$ cat src/rtl/fp16_systolic_input_skewer_pkg.sv
// -----------------------------------------------------------------------------
// fp16_systolic_input_skewer_pkg
//
// Purpose:
//   Shared definitions for the FP16 systolic-array input skewer: the FP16 word
//   width and zero constant, the skewer FSM state encoding, and the entry that
//   travels down each lane's delay line.
//
// Contents:
//   FP16_W          - width of one FP16 word (16)
//   FP16_ZERO       - FP16 +0.0, used as the data value of a bubble
//   skew_state_e    - IDLE / STREAM / FLUSH encoding
//   lane_entry_t    - {data, valid, first} carried by every delay tap
//   make_entry()    - builds one lane entry from an accept decision
// -----------------------------------------------------------------------------
package fp16_systolic_input_skewer_pkg;

    localparam int unsigned FP16_W = 16;
    localparam logic [FP16_W-1:0] FP16_ZERO = 16'h0000;

    typedef enum logic [1:0] {
        ST_IDLE   = 2'd0,
        ST_STREAM = 2'd1,
        ST_FLUSH  = 2'd2
    } skew_state_e;

    // One slot of a lane delay line. 'first' marks the opening beat of a tile
    // and becomes the MAC acc_clear when it reaches the end of the lane.
    typedef struct packed {
        logic [FP16_W-1:0] data;
        logic              valid;
        logic              first;
    } lane_entry_t;

    // A non-accepted cycle still inserts an entry (a bubble) so that every
    // lane advances in lock-step; bubbles carry zero data and no flags.
    function automatic lane_entry_t make_entry(input logic              accept,
                                               input logic              first_beat,
                                               input logic [FP16_W-1:0] data);
        lane_entry_t e;
        e.data  = accept ? data : FP16_ZERO;
        e.valid = accept;
        e.first = accept & first_beat;
        return e;
    endfunction

endpackage

$ cat src/rtl/fp16_lane_delay.sv
// -----------------------------------------------------------------------------
// fp16_lane_delay
//
// Purpose:
//   Fixed-depth register chain for one skewer lane. Every cycle the entry on
//   entry_i is shifted in and the oldest entry appears on entry_o, so an entry
//   inserted in cycle t is presented in cycle t+DEPTH.
//
// Parameters:
//   DEPTH    - number of register stages (>= 1)
//
// Ports:
//   clk      - clock, rising edge
//   rst      - asynchronous active-high reset, clears every tap
//   entry_i  - entry inserted this cycle (data, valid, first)
//   entry_o  - entry inserted DEPTH cycles ago
// -----------------------------------------------------------------------------
module fp16_lane_delay
    import fp16_systolic_input_skewer_pkg::*;
#(
    parameter int DEPTH = 1
) (
    input  logic        clk,
    input  logic        rst,
    input  lane_entry_t entry_i,
    output lane_entry_t entry_o
);

    lane_entry_t taps_q [DEPTH];

    always_ff @(posedge clk or posedge rst) begin
        if (rst) begin
            for (int k = 0; k < DEPTH; k++) begin
                taps_q[k] <= '0;
            end
        end else begin
            taps_q[0] <= entry_i;
            for (int k = 1; k < DEPTH; k++) begin
                taps_q[k] <= taps_q[k-1];
            end
        end
    end

    // Output comes straight from the last register: no combinational path
    // from the lane input to the MAC operand.
    assign entry_o = taps_q[DEPTH-1];

endmodule

$ cat src/rtl/fp16_systolic_input_skewer.sv
// -----------------------------------------------------------------------------
// fp16_systolic_input_skewer
//
// Purpose:
//   Accepts a tile of FP16 vectors and feeds them diagonally into the rows of
//   a systolic MAC array: lane i sees each vector i+1 cycles after it was
//   accepted. Stalls on in_valid become bubbles that travel with the same
//   skew, so lanes never drift apart. After the last vector the block flushes
//   for LANES cycles and pulses done as the last lane shows the last vector.
//
// Parameters:
//   LANES      - number of array rows fed (2..16)
//   LEN_W      - width of tile_len
//
// Ports:
//   clk        - clock, rising edge
//   rst        - asynchronous active-high reset
//   start      - tile start request, looked at only while idle
//   tile_len   - vectors in the tile, latched on an accepted start (0 ignored)
//   in_valid   - in_data holds a vector
//   in_ready   - vector accepted this cycle if in_valid is also high
//   in_data    - FP16 vector, lane i at bits [16i+15:16i]
//   out_data   - skewed FP16 per lane (MAC a_in)
//   out_valid  - per-lane valid (MAC enable)
//   acc_clear  - per-lane first-beat flag (MAC acc_clear)
//   busy       - tile in progress (STREAM or FLUSH)
//   done       - one-cycle tile-complete pulse
//
// Handshake: a beat transfers on a cycle where in_valid && in_ready. in_ready
// depends only on the state register, never on in_valid, and in_data must be
// stable while in_valid is high and the beat has not yet transferred.
// -----------------------------------------------------------------------------
module fp16_systolic_input_skewer
    import fp16_systolic_input_skewer_pkg::*;
#(
    parameter int LANES = 4,
    parameter int LEN_W = 8
) (
    input  logic                    clk,
    input  logic                    rst,
    input  logic                    start,
    input  logic [LEN_W-1:0]        tile_len,
    input  logic                    in_valid,
    output logic                    in_ready,
    input  logic [FP16_W*LANES-1:0] in_data,
    output logic [FP16_W*LANES-1:0] out_data,
    output logic [LANES-1:0]        out_valid,
    output logic [LANES-1:0]        acc_clear,
    output logic                    busy,
    output logic                    done
);

    if (LANES < 2 || LANES > 16) begin : g_bad_lanes
        $error("fp16_systolic_input_skewer: LANES must be in 2..16");
    end

    // Flush counter only needs to reach LANES-1.
    localparam int FL_W = $clog2(LANES);
    localparam logic [FL_W-1:0] FLUSH_LAST     = FL_W'(LANES - 1);
    localparam logic [FL_W-1:0] FLUSH_PRE_LAST = FL_W'(LANES - 2);

    skew_state_e      state_q;
    logic [LEN_W-1:0] len_q;
    logic [LEN_W-1:0] beat_cnt_q;
    logic [FL_W-1:0]  flush_cnt_q;
    logic             done_q;

    logic accept;
    logic first_beat;
    logic last_beat;

    assign in_ready   = (state_q == ST_STREAM);
    assign busy       = (state_q != ST_IDLE);
    assign done       = done_q;

    assign accept     = in_valid && in_ready;
    assign first_beat = (beat_cnt_q == '0);
    // Compare against len-1 so a full-range tile_len never needs a wider counter.
    assign last_beat  = (beat_cnt_q == (len_q - LEN_W'(1)));

    // -------------------------------------------------------------------------
    // Tile control FSM
    // -------------------------------------------------------------------------
    always_ff @(posedge clk or posedge rst) begin
        if (rst) begin
            state_q     <= ST_IDLE;
            len_q       <= '0;
            beat_cnt_q  <= '0;
            flush_cnt_q <= '0;
            done_q      <= 1'b0;
        end else begin
            done_q <= 1'b0;
            case (state_q)
                ST_IDLE: begin
                    if (start && (tile_len != '0)) begin
                        len_q      <= tile_len;
                        beat_cnt_q <= '0;
                        state_q    <= ST_STREAM;
                    end
                end
                ST_STREAM: begin
                    if (accept) begin
                        beat_cnt_q <= beat_cnt_q + LEN_W'(1);
                        if (last_beat) begin
                            flush_cnt_q <= '0;
                            state_q     <= ST_FLUSH;
                        end
                    end
                end
                ST_FLUSH: begin
                    // The final beat was inserted in the last STREAM cycle, so
                    // the last lane (depth LANES) shows it in FLUSH cycle
                    // LANES-1; done is registered one cycle ahead to line up.
                    if (flush_cnt_q == FLUSH_PRE_LAST) begin
                        done_q <= 1'b1;
                    end
                    if (flush_cnt_q == FLUSH_LAST) begin
                        state_q <= ST_IDLE;
                    end else begin
                        flush_cnt_q <= flush_cnt_q + FL_W'(1);
                    end
                end
                default: begin
                    state_q <= ST_IDLE;
                end
            endcase
        end
    end

    // -------------------------------------------------------------------------
    // Per-lane delay lines; lane i has depth i+1
    // -------------------------------------------------------------------------
    for (genvar i = 0; i < LANES; i++) begin : g_lane
        lane_entry_t lane_in;
        lane_entry_t lane_out;

        // Insertion happens every cycle, accepted or not, in every state.
        assign lane_in = make_entry(accept, first_beat,
                                    in_data[FP16_W*i +: FP16_W]);

        fp16_lane_delay #(
            .DEPTH (i + 1)
        ) u_delay (
            .clk     (clk),
            .rst     (rst),
            .entry_i (lane_in),
            .entry_o (lane_out)
        );

        assign out_data[FP16_W*i +: FP16_W] = lane_out.data;
        assign out_valid[i]                 = lane_out.valid;
        assign acc_clear[i]                 = lane_out.first & lane_out.valid;
    end

endmodule

$ cat config.mk
export PLATFORM = sky130hd
export DESIGN_NAME = fp16_systolic_input_skewer
export DESIGN_NICKNAME = d
export VERILOG_FILES = /design/src/rtl/fp16_systolic_input_skewer_pkg.sv /design/src/rtl/fp16_lane_delay.sv /design/src/rtl/fp16_systolic_input_skewer.sv
export SDC_FILE = /design/constraint.sdc
export NUM_CORES = 1
export LEC_CHECK = 0
export ABC_AREA = 1
export ABC_CLOCK_PERIOD_IN_PS = 2900
export BUFFER_PORTS_ARGS = -buffer_cell sky130_fd_sc_hd__buf_2
export CELL_PAD_IN_SITES_DETAIL_PLACEMENT = 0
export CELL_PAD_IN_SITES_GLOBAL_PLACEMENT = 2
export CORE_MARGIN = 4
export CORE_UTILIZATION = 35
export CTS_CLUSTER_SIZE = 8
export DETAILED_ROUTE_END_ITERATION = 16
export MAX_ROUTING_LAYER = met4
export PLACE_DENSITY_LB_ADDON = 0.1
export SETUP_SLACK_MARGIN = 0.2
export SLEW_MARGIN = 20
export SYNTH_ARGS = -nofsm -noshare
export SYNTH_HDL_FRONTEND = slang
export SYNTH_HIERARCHICAL = 1
export SYNTH_SLANG_ARGS = --single-unit
$ cat constraint.sdc
create_clock -name clk -period 2.9 [get_ports clk]
set_input_delay 0.87 -clock clk [delete_from_list [all_inputs] [get_ports clk]]
set_output_delay 0.87 -clock clk [all_outputs]
set_load 0.01 [all_outputs]
==> After elaboration in Yosys (flattened, before gate mapping) <==
Cells that the tools add are included.
{ "op_classes": {"addsub": 3, "eq_ne": 10, "n_mux": 18, "n_bitwise": 5, "n_reduce_logical": 12} }
{ "op_table": {"columns": ["op", "count"], "rows": [
  ["2-to-1 mux 16 bit", 4],
  ["2-to-1 mux 8 bit", 2],
  ["case mux 8 bit (2 select lines)", 1],
  ["2-to-1 mux 2 bit", 7],
  ["adder 8 x 1 -> 8 bit (second input constant)", 1],
  ["equality test 8 bit", 1],
  ["logical NOT 8 bit", 1],
  ["AND reduction 4 bit", 2],
  ["nonzero test 8 bit", 1],
  ["subtractor 8 x 1 -> 8 bit (second input constant)", 1],
  ["equality test 2 bit (second input constant)", 3],
  ["inequality test 2 bit (second input constant)", 3],
  ["case mux 2 bit (3 select lines)", 1],
  ["nonzero test 2 bit", 3],
  ["AND 1 bit", 5],
  ["inequality test 2 x 1 -> 1 bit (second input constant)", 2],
  ["case mux 2 bit (2 select lines)", 1],
  ["AND reduction 3 bit", 1],
  ["adder 2 x 1 -> 2 bit (second input constant)", 1],
  ["equality test 2 x 1 -> 1 bit (second input constant)", 1],
  ["logical AND 1 bit", 2],
  ["logical NOT 2 bit", 1],
  ["2-to-1 mux 1 bit", 2],
  ["AND reduction 2 bit", 1]
]} }
{ "word_totals": {"reg_bits": 189, "in_bits": 76, "out_inout_bits": 75} }

==> Depth between registers and ports, before layout <==
{ "logic_depth": {"word_depth": 5, "depth_mapped": 12, "ltp_nobuf": 12} }

==> Hierarchy <==
The synthesis kept the hierarchy.
{ "modules_own_cells": {"columns": ["module", "instances", "cells_each", "area_per_inst_um2", "seq_area_each_um2"], "rows": [
  ["fp16_lane_delay at g_lane[3].u_delay", 1, 91, 1940.6, 1801.7],
  ["fp16_systolic_input_skewer", 1, 330, 1935.6, 525.5],
  ["fp16_lane_delay at g_lane[2].u_delay", 1, 73, 1490.2, 1351.3],
  ["fp16_lane_delay at g_lane[1].u_delay", 1, 55, 1039.7, 900.9],
  ["fp16_lane_delay at g_lane[0].u_delay", 1, 19, 454.2, 450.4]
]} }

==> Least setup slack after synthesis <==
Ideal clock, no wire load.
{ "synth_timing": {"path_type": "input to register", "start": "in tile_len[7]", "end": "reg len_q[1]", "arrival_time_ns": 1.675, "t_required_ns": 2.782, "slack_ns": 1.108, "stages": 7, "cell_sequence": "nor4_1 > nand2_1 > nand3_2 > inv_2 > buf_6 > nand2_1 > o21ai_2"} }
{ "synth_between": {"elab_chain_cells": 3} }
{ "synth_rtl": {"columns": ["element", "line_no", "source"], "rows": [
  ["start, declared", "fp16_systolic_input_skewer.sv:42", "input logic [LEN_W-1:0] tile_len,"],
  ["nonzero test 8 bit", "fp16_systolic_input_skewer.sv:95", "if (start && (tile_len != '0)) begin"],
  ["logical AND 1 bit", "fp16_systolic_input_skewer.sv:95", null],
  ["AND reduction 2 bit (no source line)", null, null],
  ["end signal, assigned", "fp16_systolic_input_skewer.sv:96", "len_q <= tile_len;"],
  ["end, declared", "fp16_systolic_input_skewer.sv:63", "logic [LEN_W-1:0] len_q;"]
]} }
Every way passes these cells.
A chain may end at the register's enable or synchronous reset.

==> Worst setup path in the final report <==
{ "layout_timing": {"start": "reg state_q[0]", "end": "out in_ready"} }
{ "layout_between": {"elab_chain_cells": 1} }
{ "layout_rtl": {"columns": ["element", "line_no", "source"], "rows": [
  ["start, declared", "fp16_systolic_input_skewer.sv:62", "skew_state_e state_q;"],
  ["start signal, assigned", "fp16_systolic_input_skewer.sv:86", "state_q <= ST_IDLE;"],
  ["start signal, assigned", "fp16_systolic_input_skewer.sv:98", "state_q <= ST_STREAM;"],
  ["start signal, assigned", "fp16_systolic_input_skewer.sv:106", "state_q <= ST_FLUSH;"],
  ["equality test 2 x 1 -> 1 bit", "fp16_systolic_input_skewer.sv:72", "assign in_ready = (state_q == ST_STREAM);"],
  ["end, declared", "fp16_systolic_input_skewer.sv:44", "output logic in_ready,"]
]} }
Every way passes these cells.

==> summary.txt <==
most frequent cell after synthesis: dfrtp_1
design area: 0.00829 mm2
pwr dens: 918 mW/mm2
RSZ-0062 raised after global routing: false
Pleak: 4.67 nW
crit path buf inv count: 2
outcome: complete, no violations
Setup violations, final: 0
setup TNS: 0 ns
clock slew at reported path FFs: 0.05 ns
Detailed Routing Iterations Pass 1: 4
Syn Nets: 649
die height: 148 um
largest net degree at the start of global routing: 55
all-layer global routing usage: 0.120
largest cells by area after synthesis: dfrtp_1 73%, buf_4 5.9%, inv_1 5.0%
initial core utilization: 0.361
Boundary Pins: 151
arrival time at the worst endpoint: 1.47 ns
CTS H-tree depth: 1
DR WL/cell: 13.1 um
Port Buffers: 150
area grow syn2layout: 20.8%
Synth Area per Inst: 12.1 um2
f_max: 0.427 GHz
Critical Path RT: 2.03 ns
commonest cells in the netlist: 201 x dfrtp_1, 92 x inv_1, 80 x nor2_1
Seq/Total Area, Yosys: 0.733
clk_lat worst skew: 0.52 ns
Clock Path Buffers: 3
Die ar.: 0.0219 mm2
initial antenna violation count: 0
final wirelength: 12.5 mm
core area: 0.0190 mm2
Crit Path Category: flip-flop to primary output
Critical-path top delay cell: dfrtp_1
first-pass GRT wire length: 20.9 mm
CP delay by family, top: flip-flops
TritonCTS buffer count: 29
Yosys reg bits: 201
Synth area leader: dfrtp_1
vias in the first global route: 4,213
GRT Residual Overflow: 0
Post-Place Cell Area: 0.00753 mm2
critical path peak fanout: 9
hold_buf cts: 0
Synth top area share: 0.733
final worst slack: 0.557 ns
Nets: 772
Synth warnings: 6
Final Cycle Share: 0.808
via count: 3,814
Worst-Margin Slew: 0.807 ns
die width: 148 um
clock tree from TritonCTS: built
Post-synth ARST share: 1.00
initial DRC count: 127
DRC errors left: 0
DR vias/cell: 4.00
Rows: 50
Tmin final: 2.34 ns
Most used DFF post-synth: dfrtp_1
Synth Instances: 568
Setup WS pre-CTS: 0.778 ns
CTS resizes: 0
Final Max Tran Viols: 0
antenna viol nets, final: 0
Hold WS: 0.341 ns
ratio of cells with drive above 1 in the final layout: 0.299
Final GP Congestion: 0.742
antenna cell count: 0
Crit path largest cell delay: 0.41 ns
Final Hold Viols: 0
Netlist cell types: 25
Crit. End Element: primary output
worst hold path class: flip-flop to flip-flop
TritonCTS sink count: 201
Final HPWL DP: 8.61 mm
worst vdd ir: 0.504 mV
CP startpoint kind: flip-flop
Post-synth EDFFs: 0
skew final: 0.00786 ns
Root Buffer: clkbuf_16
Cell Chain, Critical Path: inv_1 -> nor2_4 -> buf_2
MaxCap Viol Count: 0
Max-slew headroom: 0.461
Post-Synthesis Cell Area: 0.00686 mm2
post-CTS setup buffer count: 0
-- kinds of logic after synthesis --
group,Yosys count,share of synthesized area
AO/OA/AOI/OAI,8,0.00857
AND/OR/NAND/NOR,183,0.114
buffers and inverters,159,0.120
adder cells (fa/ha/maj),5,0.00912
XOR/XNOR,12,0.0153
flip-flops,201,0.733
-- layer usage --
| metal | global-route usage | up-vias | part of all wire | wire length [um] |
|---|---|---|---|---|
| met5 | - | - | 0 | 0 |
| met4 | 0.0457 | 0 | 0.032 | 401 |
| met3 | 0.0356 | 37 | 0.067 | 837 |
| met2 | 0.193 | 116 | 0.48 | 6050 |
| met1 | 0.145 | 1799 | 0.42 | 5190 |
| li1 | - | 1862 | - | - |
-- per-stage QoR --
step,instances,utilization,power [W]
5_1_grt,953,0.436,0.00810
3_3_place_gp,920,0.396,0.00484
3_5_place_dp,920,0.396,0.00486
2_1_floorplan,568,-,0.00454
4_1_cts,953,0.436,0.00778
6_report,953,0.436,0.00760
-- area by class of cell --
type / count / area [um2]
fill: 1832 / 10700
sequential: 201 / 5030
multi-input combinational: 208 / 1010
timing repair buffer: 156 / 808
clock buffer: 30 / 729
inverter: 95 / 357
tap: 260 / 325
clock inverter: 3 / 30.0
-- worst paths after layout --
| path | end | slack (ns) | from | cells after the start |
|---|---|---|---|---|
| min in group asynchronous | g_lane[3].u_delay/taps_q[55] | 0.48 | rst | 2 |
| worst min register to register | g_lane[3].u_delay/taps_q[53] | 0.34 | g_lane[3].u_delay/taps_q[71] | 0 |
| max in group asynchronous | g_lane[3].u_delay/taps_q[31] | 1.80 | rst | 3 |
| worst min-delay path | g_lane[3].u_delay/taps_q[53] | 0.34 | g_lane[3].u_delay/taps_q[71] | 0 |
| worst max-delay path | in_ready | 0.56 | state_q[0] | 3 |
| worst max register to register | flush_cnt_q[0] | 1.20 | len_q[0] | 11 |
-- worst register-to-register path: cells and delay by family, from the launching register on --
family / cells / cell delay, ns
fa+ha+maj: 1 / 0.25
buf+inv: 1 / 0.14
flops: 1 / 0.41
simple gates: 9 / 0.78
-- registers in the layout (all words and copies together) (netlist names) --
name,cells
done,1
g_lane.u_delay/taps_q,108
flush_cnt_q,2
beat_cnt_q,8
state_q,2
g_lane.u_delay/entry_o,72
len_q,8
-- layout by cell type, fill, tap and decap left out --
| cell | synthesis | routed |
|---|---|---|
| and3_1 | 1 | 1 |
| buf_12 | 0 | 1 |
| buf_2 | 8 | 150 |
| buf_4 | 54 | 5 |
| clkbuf_1 | 0 | 1 |
| clkbuf_16 | 0 | 29 |
| clkinv_2 | 0 | 2 |
| dfrtp_1 | 201 | 201 |
| ha_1 | 5 | 5 |
| inv_1 | 92 | 90 |
| inv_16 | 0 | 1 |
| inv_2 | 3 | 5 |
| nand2_1 | 64 | 64 |
| nand2_2 | 3 | 3 |
| nand3_1 | 20 | 20 |
| nand3_2 | 1 | 1 |
| nand4_1 | 4 | 4 |
| nand4_2 | 1 | 1 |
| nor2_1 | 80 | 80 |
| nor2_2 | 2 | 2 |
| nor2_4 | 2 | 2 |
| nor3_1 | 1 | 1 |
| nor4_1 | 3 | 3 |
| o21ai_0 | 2 | 2 |
| o21ai_1 | 1 | 1 |
| o21ai_2 | 5 | 5 |
| or4_1 | 1 | 1 |
| xnor2_1 | 5 | 5 |
| xor2_1 | 7 | 7 |
-- power by group --
part	internal [W]	total (W)	switching (W)
registers	0.00331	0.00353	0.000224
clock network	0.00175	0.00282	0.00107
logic	0.000457	0.00125	0.000792
total	0.00552	0.00760	0.00209
(Power assumes the default switching activity.)
